`config.mk`:
```
export PLATFORM = sky130hd
export DESIGN_NAME = video_timing_gen
export DESIGN_NICKNAME = d
export VERILOG_FILES = /design/src/rtl/vtg_pkg.sv /design/src/rtl/vtg_axis.sv /design/src/rtl/video_timing_gen.sv
export SDC_FILE = /design/constraint.sdc
export NUM_CORES = 1
export LEC_CHECK = 0
export CAP_MARGIN = 0
export CORE_ASPECT_RATIO = 0.5
export CORE_UTILIZATION = 56
export CTS_CLUSTER_SIZE = 30
export DETAILED_ROUTE_END_ITERATION = 16
export GPL_ROUTABILITY_DRIVEN = 1
export GPL_TIMING_DRIVEN = 0
export PLACE_DENSITY = 0.85
export SLEW_MARGIN = 30
export SYNTH_ARGS = -nofsm -noshare
export SYNTH_HDL_FRONTEND = slang
export SYNTH_SLANG_ARGS = --single-unit
```
`constraint.sdc`:
```
create_clock -name CLK_32M -period 2.7 [get_ports CLK_32M]
set_input_delay 0.54 -clock CLK_32M [delete_from_list [all_inputs] [get_ports CLK_32M]]
set_output_delay 0.54 -clock CLK_32M [all_outputs]
set_load 0.01 [all_outputs]
```
`src/rtl/vtg_pkg.sv`:
```
// Shared timing defaults and window decode for the raster timing generator.
package vtg_pkg;

  localparam int unsigned M72_H_TOTAL       = 512;
  localparam int unsigned M72_H_BLANK_END   = 64;
  localparam int unsigned M72_H_BLANK_START = 448;
  localparam int unsigned M72_HS_START      = 491;
  localparam int unsigned M72_HS_END        = 20;
  localparam int unsigned M72_V_TOTAL       = 284;
  localparam int unsigned M72_V_ACTIVE      = 256;
  localparam int unsigned M72_VS_START      = 270;
  localparam int unsigned M72_VS_END        = 276;
  localparam int unsigned M72_V_OFFSET      = 128;

  // A window whose start lies past its end wraps through zero.
  function automatic logic in_window(input int unsigned pos,
                                     input int unsigned win_start,
                                     input int unsigned win_end);
    if (win_start > win_end) return (pos >= win_start) || (pos < win_end);
    else                     return (pos >= win_start) && (pos < win_end);
  endfunction

endpackage

```
`src/rtl/vtg_axis.sv`:
```
// One raster axis: wrapping counter with carry-out and registered position,
// blank and sync decode. Counting (inc_i) and output update (ce_i) are separate.
module vtg_axis
  import vtg_pkg::*;
#(
  parameter int unsigned W           = 10,
  parameter int unsigned TOTAL       = 512,
  parameter int unsigned BLANK_START = 448,
  parameter int unsigned BLANK_END   = 64,
  parameter int unsigned SYNC_START  = 491,
  parameter int unsigned SYNC_END    = 20
) (
  input  logic         clk_i,
  input  logic         rst_ni,
  input  logic         inc_i,
  input  logic         ce_i,
  output logic [W-1:0] cnt_o,
  output logic         carry_o,
  output logic [W-1:0] pos_o,
  output logic         blank_o,
  output logic         sync_o
);

  localparam logic [W-1:0] LAST = W'(TOTAL - 1);

  logic [W-1:0] cnt_q, cnt_d;
  logic [W-1:0] pos_q;
  logic         blank_q, sync_q;

  assign carry_o = inc_i && (cnt_q == LAST);

  always_comb begin
    cnt_d = cnt_q;
    if (inc_i) cnt_d = carry_o ? '0 : cnt_q + 1'b1;
  end

  // NOTE: state registers use non-blocking assignments so every flop samples
  // pre-edge values regardless of process ordering.
  always_ff @(posedge clk_i) begin
    if (!rst_ni) begin
      cnt_q   <= '0;
      pos_q   <= '0;
      blank_q <= in_window(0, BLANK_START, BLANK_END);
      sync_q  <= in_window(0, SYNC_START, SYNC_END);
    end else begin
      cnt_q <= cnt_d;
      if (ce_i) begin
        pos_q   <= cnt_q;
        blank_q <= in_window(32'(cnt_q), BLANK_START, BLANK_END);
        sync_q  <= in_window(32'(cnt_q), SYNC_START, SYNC_END);
      end
    end
  end

  assign cnt_o   = cnt_q;
  assign pos_o   = pos_q;
  assign blank_o = blank_q;
  assign sync_o  = sync_q;

endmodule

```
`src/rtl/video_timing_gen.sv`:
```
// Raster timing generator with NUM_CMP raster-line compare interrupts.
// Define VTG_IRQ_ACK_EN for sticky, acknowledged interrupts instead of pulses.
module video_timing_gen
  import vtg_pkg::*;
#(
  parameter int unsigned HW            = 10,
  parameter int unsigned VW            = 9,
  parameter int unsigned H_TOTAL       = M72_H_TOTAL,
  parameter int unsigned H_BLANK_END   = M72_H_BLANK_END,
  parameter int unsigned H_BLANK_START = M72_H_BLANK_START,
  parameter int unsigned HS_START      = M72_HS_START,
  parameter int unsigned HS_END        = M72_HS_END,
  parameter int unsigned V_TOTAL       = M72_V_TOTAL,
  parameter int unsigned V_ACTIVE      = M72_V_ACTIVE,
  parameter int unsigned VS_START      = M72_VS_START,
  parameter int unsigned VS_END        = M72_VS_END,
  parameter int unsigned V_OFFSET      = M72_V_OFFSET,
  parameter int unsigned NUM_CMP       = 2,
  parameter int unsigned CMP_HPOS      = 0,
  localparam int unsigned AW           = (NUM_CMP > 1) ? $clog2(NUM_CMP) : 1
) (
  input  logic               CLK_32M,
  input  logic               RESET_N,
  input  logic               CE_PIX,
  input  logic               WR,
  input  logic [AW-1:0]      ADDR,
  input  logic [VW-1:0]      D,
  input  logic [NUM_CMP-1:0] IRQ_ACK,
  output logic [HW-1:0]      H,
  output logic [HW-1:0]      HE,
  output logic [VW-1:0]      V,
  output logic [VW-1:0]      VE,
  output logic               HBLK,
  output logic               VBLK,
  output logic               HS,
  output logic               VS,
  output logic [NUM_CMP-1:0] HINT
);

  logic [HW-1:0]      h_cnt, h_pos;
  logic [VW-1:0]      v_cnt;
  logic               h_carry, v_carry_unused;
  logic [VW-1:0]      ve_now, ve_q;
  logic [VW-1:0]      cmp_q [NUM_CMP];
  logic [NUM_CMP-1:0] match;
  logic [NUM_CMP-1:0] hint_q, hint_d;

  vtg_axis #(
    .W(HW), .TOTAL(H_TOTAL),
    .BLANK_START(H_BLANK_START), .BLANK_END(H_BLANK_END),
    .SYNC_START(HS_START), .SYNC_END(HS_END)
  ) u_h_axis (
    .clk_i(CLK_32M), .rst_ni(RESET_N), .inc_i(CE_PIX), .ce_i(CE_PIX),
    .cnt_o(h_cnt), .carry_o(h_carry), .pos_o(h_pos), .blank_o(HBLK), .sync_o(HS)
  );

  // Vertical blank window runs from V_ACTIVE to the end of the frame.
  vtg_axis #(
    .W(VW), .TOTAL(V_TOTAL),
    .BLANK_START(V_ACTIVE), .BLANK_END(0),
    .SYNC_START(VS_START), .SYNC_END(VS_END)
  ) u_v_axis (
    .clk_i(CLK_32M), .rst_ni(RESET_N), .inc_i(h_carry), .ce_i(CE_PIX),
    .cnt_o(v_cnt), .carry_o(v_carry_unused), .pos_o(V), .blank_o(VBLK), .sync_o(VS)
  );

  assign ve_now = v_cnt + VW'(V_OFFSET);

  always_comb begin
    match = '0;
    for (int i = 0; i < NUM_CMP; i++)
      match[i] = CE_PIX && (h_cnt == HW'(CMP_HPOS)) && (ve_now == cmp_q[i]);
  end

  // NOTE: the compare bank is reset on purpose: all ones is a line VE never
  // reaches at the default timing, so a fresh part raises no interrupts.
  always_ff @(posedge CLK_32M) begin
    if (!RESET_N) begin
      for (int i = 0; i < NUM_CMP; i++) cmp_q[i] <= '1;
    end else if (WR && (32'(ADDR) < NUM_CMP)) begin
      cmp_q[ADDR] <= D;
    end
  end

  always_comb begin
    hint_d = hint_q;
`ifdef VTG_IRQ_ACK_EN
    hint_d = (hint_q & ~IRQ_ACK) | match;
`else
    if (CE_PIX) hint_d = match;
`endif
  end

`ifndef VTG_IRQ_ACK_EN
  logic unused_ack;
  assign unused_ack = ^IRQ_ACK;
`endif

  always_ff @(posedge CLK_32M) begin
    if (!RESET_N) begin
      ve_q   <= VW'(V_OFFSET);
      hint_q <= '0;
    end else begin
      hint_q <= hint_d;
      if (CE_PIX) ve_q <= ve_now;
    end
  end

  assign H    = h_pos;
  assign HE   = h_pos;
  assign VE   = ve_q;
  assign HINT = hint_q;

endmodule

```
==> key figures, run 1 <==
Yosys
  • Area leader, netlist: dfxtp_1
  • Synth async-reset ratio: 0%
  • Syn_area_per_cell: 9.779 µm²
  • Top_reg_cell synth: dfxtp_1
  • Synth Instances: 326
  • Mapped Area: 3188 µm²
  • Post-synth EDFFs: 18
  • Register area share after synthesis: 45.84%
  • Area contributors post-synth: dfxtp_1 (29%), edfxtp_1 (17%), mux2i_1 (6.6%)
  • Synth Register Bits: 64
  • Synth top area share: 28.89%
  • Syn nets: 348
  • Yosys warnings: 0
  • Synth cell types: 45

Global route
  • Initial antenna violation count: 0
  • GRT met1 Usage: 31.56%
  • First-pass GRT wire length: 11.65 mm
  • Tot GR Track Use: 26.27%
  • Overflow after GRT: 0
  • Largest net degree at the start of global routing: 12
  • Vias in the first global route: 2,417
  • Met3 usage: 9.681%
  • GRT busiest layer: met2
  • M2 GR Usage: 41.86%

Power and ir drop
  • Power share of the clock group: 46.5%
  • Pwr per Cell Area: 527.1 nW/µm²
  • Int Pwr: 1.686 mW
  • Logic pwr share: 5.5%
  • IR drop worst, VDD: 577.6 µV
  • Register share of total power: 48.0%
  • Sw power: 466.6 µW
  • Leak: 1.513 nW
  • Sw frac: 21.68%

STA
  • Crit share post-route: 76.94%
  • Post-route setup TNS: 0 ps
  • Final Max Tran Viols: 0
  • Hold violation total from the final report: 0
  • Hold WS: 445.7 ps
  • RSZ-0062 raised after global routing: false
  • Min Tclk post-route: 2077 ps
  • Setup violations, final: 0
  • Least-Margin Pin Slew: 811.2 ps
  • Worst slew margin: 45.42%
  • Maximum clock rate: 481.4 MHz
  • Worst Clk Skew: 6.764 ps

Detailed routing
  • First-pass iteration count of the detailed router: 4
  • Post-route ant nets: 0
  • DR DRC count: 0
  • Wirelength, routed: 7.064 mm
  • Vias per inst: 5.411
  • Initial DRC Count: 155
  • Vias post-DR: 2,527
  • Average routed wire per standard cell: 15.13 µm

Die
  • Rows: 18
  • IO Count: 60
  • Chip height: 55.35 µm
  • CORE AREA: 5202 µm²
  • Die Span X: 108.7 µm
  • Die area: 6017 µm²
  • Initial core utilization: 61.28%

Finish
  • Antenna cells: 0
  • Final core occ: 78.50%
  • # fillers: 348
  • Syn-to-layout area delta: 28.10%
  • Layout cell share with drive strength beyond 1: 14.36%
  • Non-filler instance count after layout: 467
  • Nets: 414

CTS
  • Post-CTS Setup Inserts: 0
  • Worst-Skew Late Latency: 340 ps
  • Clock transition at the registers of the reported paths: 50 ps
  • CTS root buf: clkbuf_16
  • Clock Tree Buf Depth: 2
  • Hold buffer count at cts: 0
  • H-tree depth: 3
  • CTS buffer count: 9
  • Post_cts resized: 0
  • TritonCTS Sinks: 64
  • CTS tree: built

Worst setup path
  • CP endpoint kind: flop
  • Setup CP Type: reg -> reg
  • Flop2flop setup slack: 620 ps
  • Crit path DAT: 2280 ps
  • CP startpoint kind: flop
  • Worst EP required: 2900 ps
  • CP Max Fanout: 8

Placement
  • Port buffer count: 55
  • Global placement routability congestion: 0.8543
  • Placed cells: 451
  • Dpl hpwl: 5.120 mm

Run status
  • Status: finished, final reports clean

Run
  • Max-cap check violation count: 0

Hold path
  • Hold crit path type: reg -> reg
[area by class of cell]
type                    instances  area [µm²]  area share, %
plain buffers                  42       232.7          5.699
clock buffers                  11       232.7          5.699
clock inverters                 5       25.02         0.6127
inverters                       7       26.28         0.6434
multi-input cells             213        1468          35.94
flip-flops and latches         64        1461          35.78
well taps                      70       87.58          2.145
repair buffers                 55       550.5          13.48
[synth_stat cells, types with 6 or more instances]
cell	number
ha_1	6
nor3_1	8
mux2i_1	21
nor2b_1	21
xor2_1	10
buf_2	8
nor4_1	7
inv_1	7
buf_4	17
clkbuf_1	15
dfxtp_1	46
nor2_1	12
nand3_1	9
or2_2	18
xnor2_1	18
o21ai_0	9
edfxtp_1	18
nand2_1	19
[logic make-up (layout without fill, tap and decap cells)]
group | after synthesis | in the layout | share of synthesized area (%)
flops | 64 | 64 | 45.84
fa+ha+maj | 6 | 6 | 2.355
xor+xnor | 28 | 28 | 7.692
mux | 21 | 21 | 6.593
buf+inv | 49 | 120 | 8.124
compound gates | 29 | 29 | 6.083
simple gates | 129 | 129 | 23.31
[power groups by stage]
stage	Combinational, mW	Sequential [mW]	Clock [mW]
floorplan	0.0745	1.05	0
detailed placement	0.119	1.05	0
CTS	0.119	1.03	1.02
finish	0.119	1.03	1.00
global placement	0.114	1.05	0
global route	0.130	1.03	1.07
[flip-flops by register name, summed over array words and instances, names as in the netlist]
signal / flops
cmp_q: 18
u_h_axis.cnt_o: 10
u_h_axis.pos_o: 10
VE: 9
u_v_axis.cnt_o: 9
HINT: 2
u_v_axis.pos_o: 2
u_h_axis.blank_o: 1
u_h_axis.sync_o: 1
u_v_axis.blank_o: 1
u_v_axis.sync_o: 1
[per-layer routing]
metal  wire (µm)  part of all wire (%)
met5           0                     0
met4         150                   2.1
met3         458                   6.5
met2        3414                    48
met1        3039                    43
[worst max-delay path, cell delays in order (launching register included)]
cell and delay, ps:
dfxtp_1 390, ha_1 310, nand3_2 190, or3_1 380
clkbuf_1 180, o21ai_0 400, nor2_1 100
[final timing paths]
| kind | from | to | cells past startpoint |
|---|---|---|---|
| worst max-delay path | u_h_axis.cnt_o[1]$_SDFFE_PN0P_ | u_v_axis.cnt_o[6]$_SDFFE_PN0N_ | 6 |
| worst min-delay path | HINT[0]$_SDFFE_PN0P_ | HINT[0]$_SDFFE_PN0P_ | 2 |
| worst max register to register | u_h_axis.cnt_o[1]$_SDFFE_PN0P_ | u_v_axis.cnt_o[6]$_SDFFE_PN0N_ | 6 |
| worst min register to register | HINT[0]$_SDFFE_PN0P_ | HINT[0]$_SDFFE_PN0P_ | 2 |
[placed cells by master, fill, tap and decap left out, types with 3 or more instances in the layout]
cell type,count
inv_1,7
xor2_1,10
and4_1,3
and2_1,5
nand3_1,9
xnor2_1,18
mux2i_1,21
buf_2,8
ha_1,6
nand4_1,5
o21ai_0,9
or3_1,5
nor3_1,8
nand2_1,19
and3_1,3
nor4_1,7
or2_2,18
dfxtp_1,46
nand4b_1,5
edfxtp_1,18
buf_4,17
a21boi_0,3
nor2_1,12
clkdlybuf4s50_1,55
o31ai_1,3
clkbuf_1,17
nor2b_1,21
clkbuf_16,9
[metrics by stage]
stage | power [mW] | setup WS [ps] | area, µm²
floorplan | 1.122 | 922.9 | 3188
global placement | 1.163 | 652.0 | 3826
detailed placement | 1.170 | 589.1 | 3826
CTS | 2.167 | 599.5 | 4084
global route | 2.230 | 461.4 | 4084
finish | 2.152 | 622.6 | 4084
Note: power is estimated with default switching activity, not from simulation.
==> run 2, diff against run 1 <==
CORE_UTILIZATION = 47   (was 56)
PLACE_DENSITY = 0.76   (was 0.85)
clock period = 1.7 ns   (was 2.7 ns; I/O delays follow)
==> key figures, run 2 (synthesis gave the netlist of run 1 again) <==
CTS
  • CTS tree: built
  • TritonCTS Sinks: 64
  • CTS root buf: clkbuf_16
  • Clock Tree Buf Depth: 2
  • CTS buffer count: 9
  • H-tree depth: 3
  • Worst-Skew Late Latency: 330 ps
  • Clock transition at the registers of the reported paths: 50 ps

Detailed routing
  • Initial DRC Count: 205
  • DR DRC count: 0
  • Vias post-DR: 2,592
  • Wirelength, routed: 7.649 mm
  • First-pass iteration count of the detailed router: 4
  • Average routed wire per standard cell: 15.64 µm
  • Vias per inst: 5.301
  • Post-route ant nets: 0

Worst setup path
  • Crit path DAT: 1910 ps
  • Number of buffers and inverters on the critical path: 0
  • Worst stage delay on the critical path: 490 ps
  • Slowest-stage cell, CP: or4_1
  • Setup CP Type: reg -> reg
  • CP endpoint kind: flop
  • Family with the most delay on the worst path: simple AND/OR/NAND/NOR gates
  • Crit-path cells: ha_1 > nand4b_1 > or4_1 > o221ai_1 > nor3_1
  • CP startpoint kind: flop
  • Flop2flop setup slack: 3 ps
  • CP Max Fanout: 4
  • Worst EP required: 1910 ps

STA
  • Hold violation total from the final report: 0
  • Final Max Tran Viols: 0
  • Worst Clk Skew: 7.699 ps
  • Crit share post-route: 99.81%
  • Least-Margin Pin Slew: 790.2 ps
  • RSZ-0062 raised after global routing: true
  • Hold WS: 458.1 ps
  • Maximum clock rate: 589.4 MHz
  • Min Tclk post-route: 1697 ps
  • Setup violations, final: 0
  • Worst slew margin: 47.32%

Power and ir drop
  • Power share of the clock group: 49.1%
  • Logic pwr share: 5.5%
  • Register share of total power: 45.4%
  • Sw power: 779.4 µW
  • Leak: 1.648 nW
  • Pwr per Cell Area: 834.6 nW/µm²
  • Overall Power: 3.615 mW
  • IR drop worst, VDD: 639.0 µV
  • Int Pwr: 2.836 mW
  • Sw frac: 21.56%

Finish
  • Multi-input gate area: 1594 µm²
  • Register bank with the most flops: cmp_q
  • Antenna cells: 0
  • Largest register FFs: 18
  • Layout cell share with drive strength beyond 1: 23.44%
  • Syn-to-layout area delta: 35.87%
  • Commonest non-fill, non-tap cell in the layout: clkdlybuf4s50_1
  • FF/Latch Area: 1473 µm²
  • # fillers: 497
  • Nets: 418
  • Final core occ: 68.69%
  • Most frequent cells in the layout: clkdlybuf4s50_1 (54), dfxtp_1 (37), buf_4 (24)

Die
  • Chip height: 60.24 µm
  • IO Count: 60
  • Initial core utilization: 50.56%
  • Die Span X: 118.5 µm
  • CORE AREA: 6306 µm²
  • Die area: 7136 µm²
  • Rows: 20

Global route
  • First-pass GRT wire length: 11.85 mm
  • Tot GR Track Use: 22.33%
  • Vias in the first global route: 2,416
  • Largest net degree at the start of global routing: 12
  • Overflow after GRT: 0
  • Initial antenna violation count: 0

Run
  • Max-cap check violation count: 0

Placement
  • Port buffer count: 55
  • Global placement routability congestion: 0.8292
  • Dpl hpwl: 4.991 mm

Hold path
  • Hold crit path type: reg -> reg

Run status
  • Status: finished, final reports clean
[run 2: cell types whose count changed in the layout (fill, tap and decap cells not counted), moves of 2 or more]
cell      change
clkinv_1      -2
nor4_1        -3
clkbuf_2      +5
buf_4         +7
dfxtp_2       +9
dfxtp_1       -9
nand3_1       -2
nor4_4        +3
ha_4          +2
nand3_4       +2
clkbuf_1      -9
ha_1          -2
[run 2: worst min-delay path: cells and delay by family (launching register included)]
kind             cells  cell delay [ps]
AO/OA/AOI/OAI        1               50
flip-flops           1              330
AND/OR/NAND/NOR      1               50
[run 2: worst paths after layout]
check | from | end | cells after the start
worst max-delay path | u_v_axis.cnt_o[1]$_SDFFE_PN0N_ | u_v_axis.cnt_o[8]$_SDFFE_PN0N_ | 5
worst min-delay path | HINT[0]$_SDFFE_PN0P_ | HINT[0]$_SDFFE_PN0P_ | 2
worst max register to register | u_v_axis.cnt_o[1]$_SDFFE_PN0N_ | u_v_axis.cnt_o[8]$_SDFFE_PN0N_ | 5
worst min register to register | HINT[0]$_SDFFE_PN0P_ | HINT[0]$_SDFFE_PN0P_ | 2
[run 2: power by group through the flow]
stage	logic (mW)	clock network (mW)	registers [mW]
after global placement	0.185	0	1.67
after floorplan	0.119	0	1.66
final	0.197	1.78	1.64
after global routing	0.213	1.86	1.64
after detailed placement	0.192	0	1.67
after CTS	0.196	1.78	1.64
[run 2: layout make-up]
class / count / area share (%)
Tap cell: 88 / 2.542
Inverter: 7 / 0.6066
Buffer: 39 / 5.401
Multi-Input combinational cell: 213 / 36.80
Sequential cell: 64 / 34.00
Timing Repair Buffer: 62 / 13.98
Clock inverter: 6 / 1.386
Clock buffer: 10 / 5.286
[run 2: stage by stage]
| step | instances | TNS [ps] | area [µm²] | setup slack (ps) |
|---|---|---|---|---|
| final | 489 | 0 | 4332 | 3.281 |
| after global routing | 489 | -561.8 | 4332 | -91.65 |
| after CTS | 484 | -22.53 | 4194 | -22.53 |
| after detailed placement | 469 | -6947 | 3859 | -310.8 |
| after global placement | 469 | -5482 | 3859 | -252.7 |
| after floorplan | 326 | 0 | 3198 | 4.023 |
[run 2: per-layer routing]
layer	GRT usage [%]	up-vias	wire (µm)	part of all wire (%)
li1	-	1249	-	-
met1	26.58	1249	3229	42
met2	38.24	85	3868	51
met3	7.920	9	470	6.1
met4	8.137	0	80	1.0
met5	0	-	0	0
[run 2: timing repair]
action                     in CTS  in global routing
setup endpoints to repair      10                 40
hold buffers                    0                  0
setup buffers                   1                  6
cloned                          0                  0
pin swaps                       1                  7
resized for setup               9                 30
==> run 3, diff against run 2 <==
GPL_ROUTABILITY_DRIVEN = not set   (was 1)
==> results of run 3 <==
The final DEF is identical to that of run 2; final timing and power are the same.
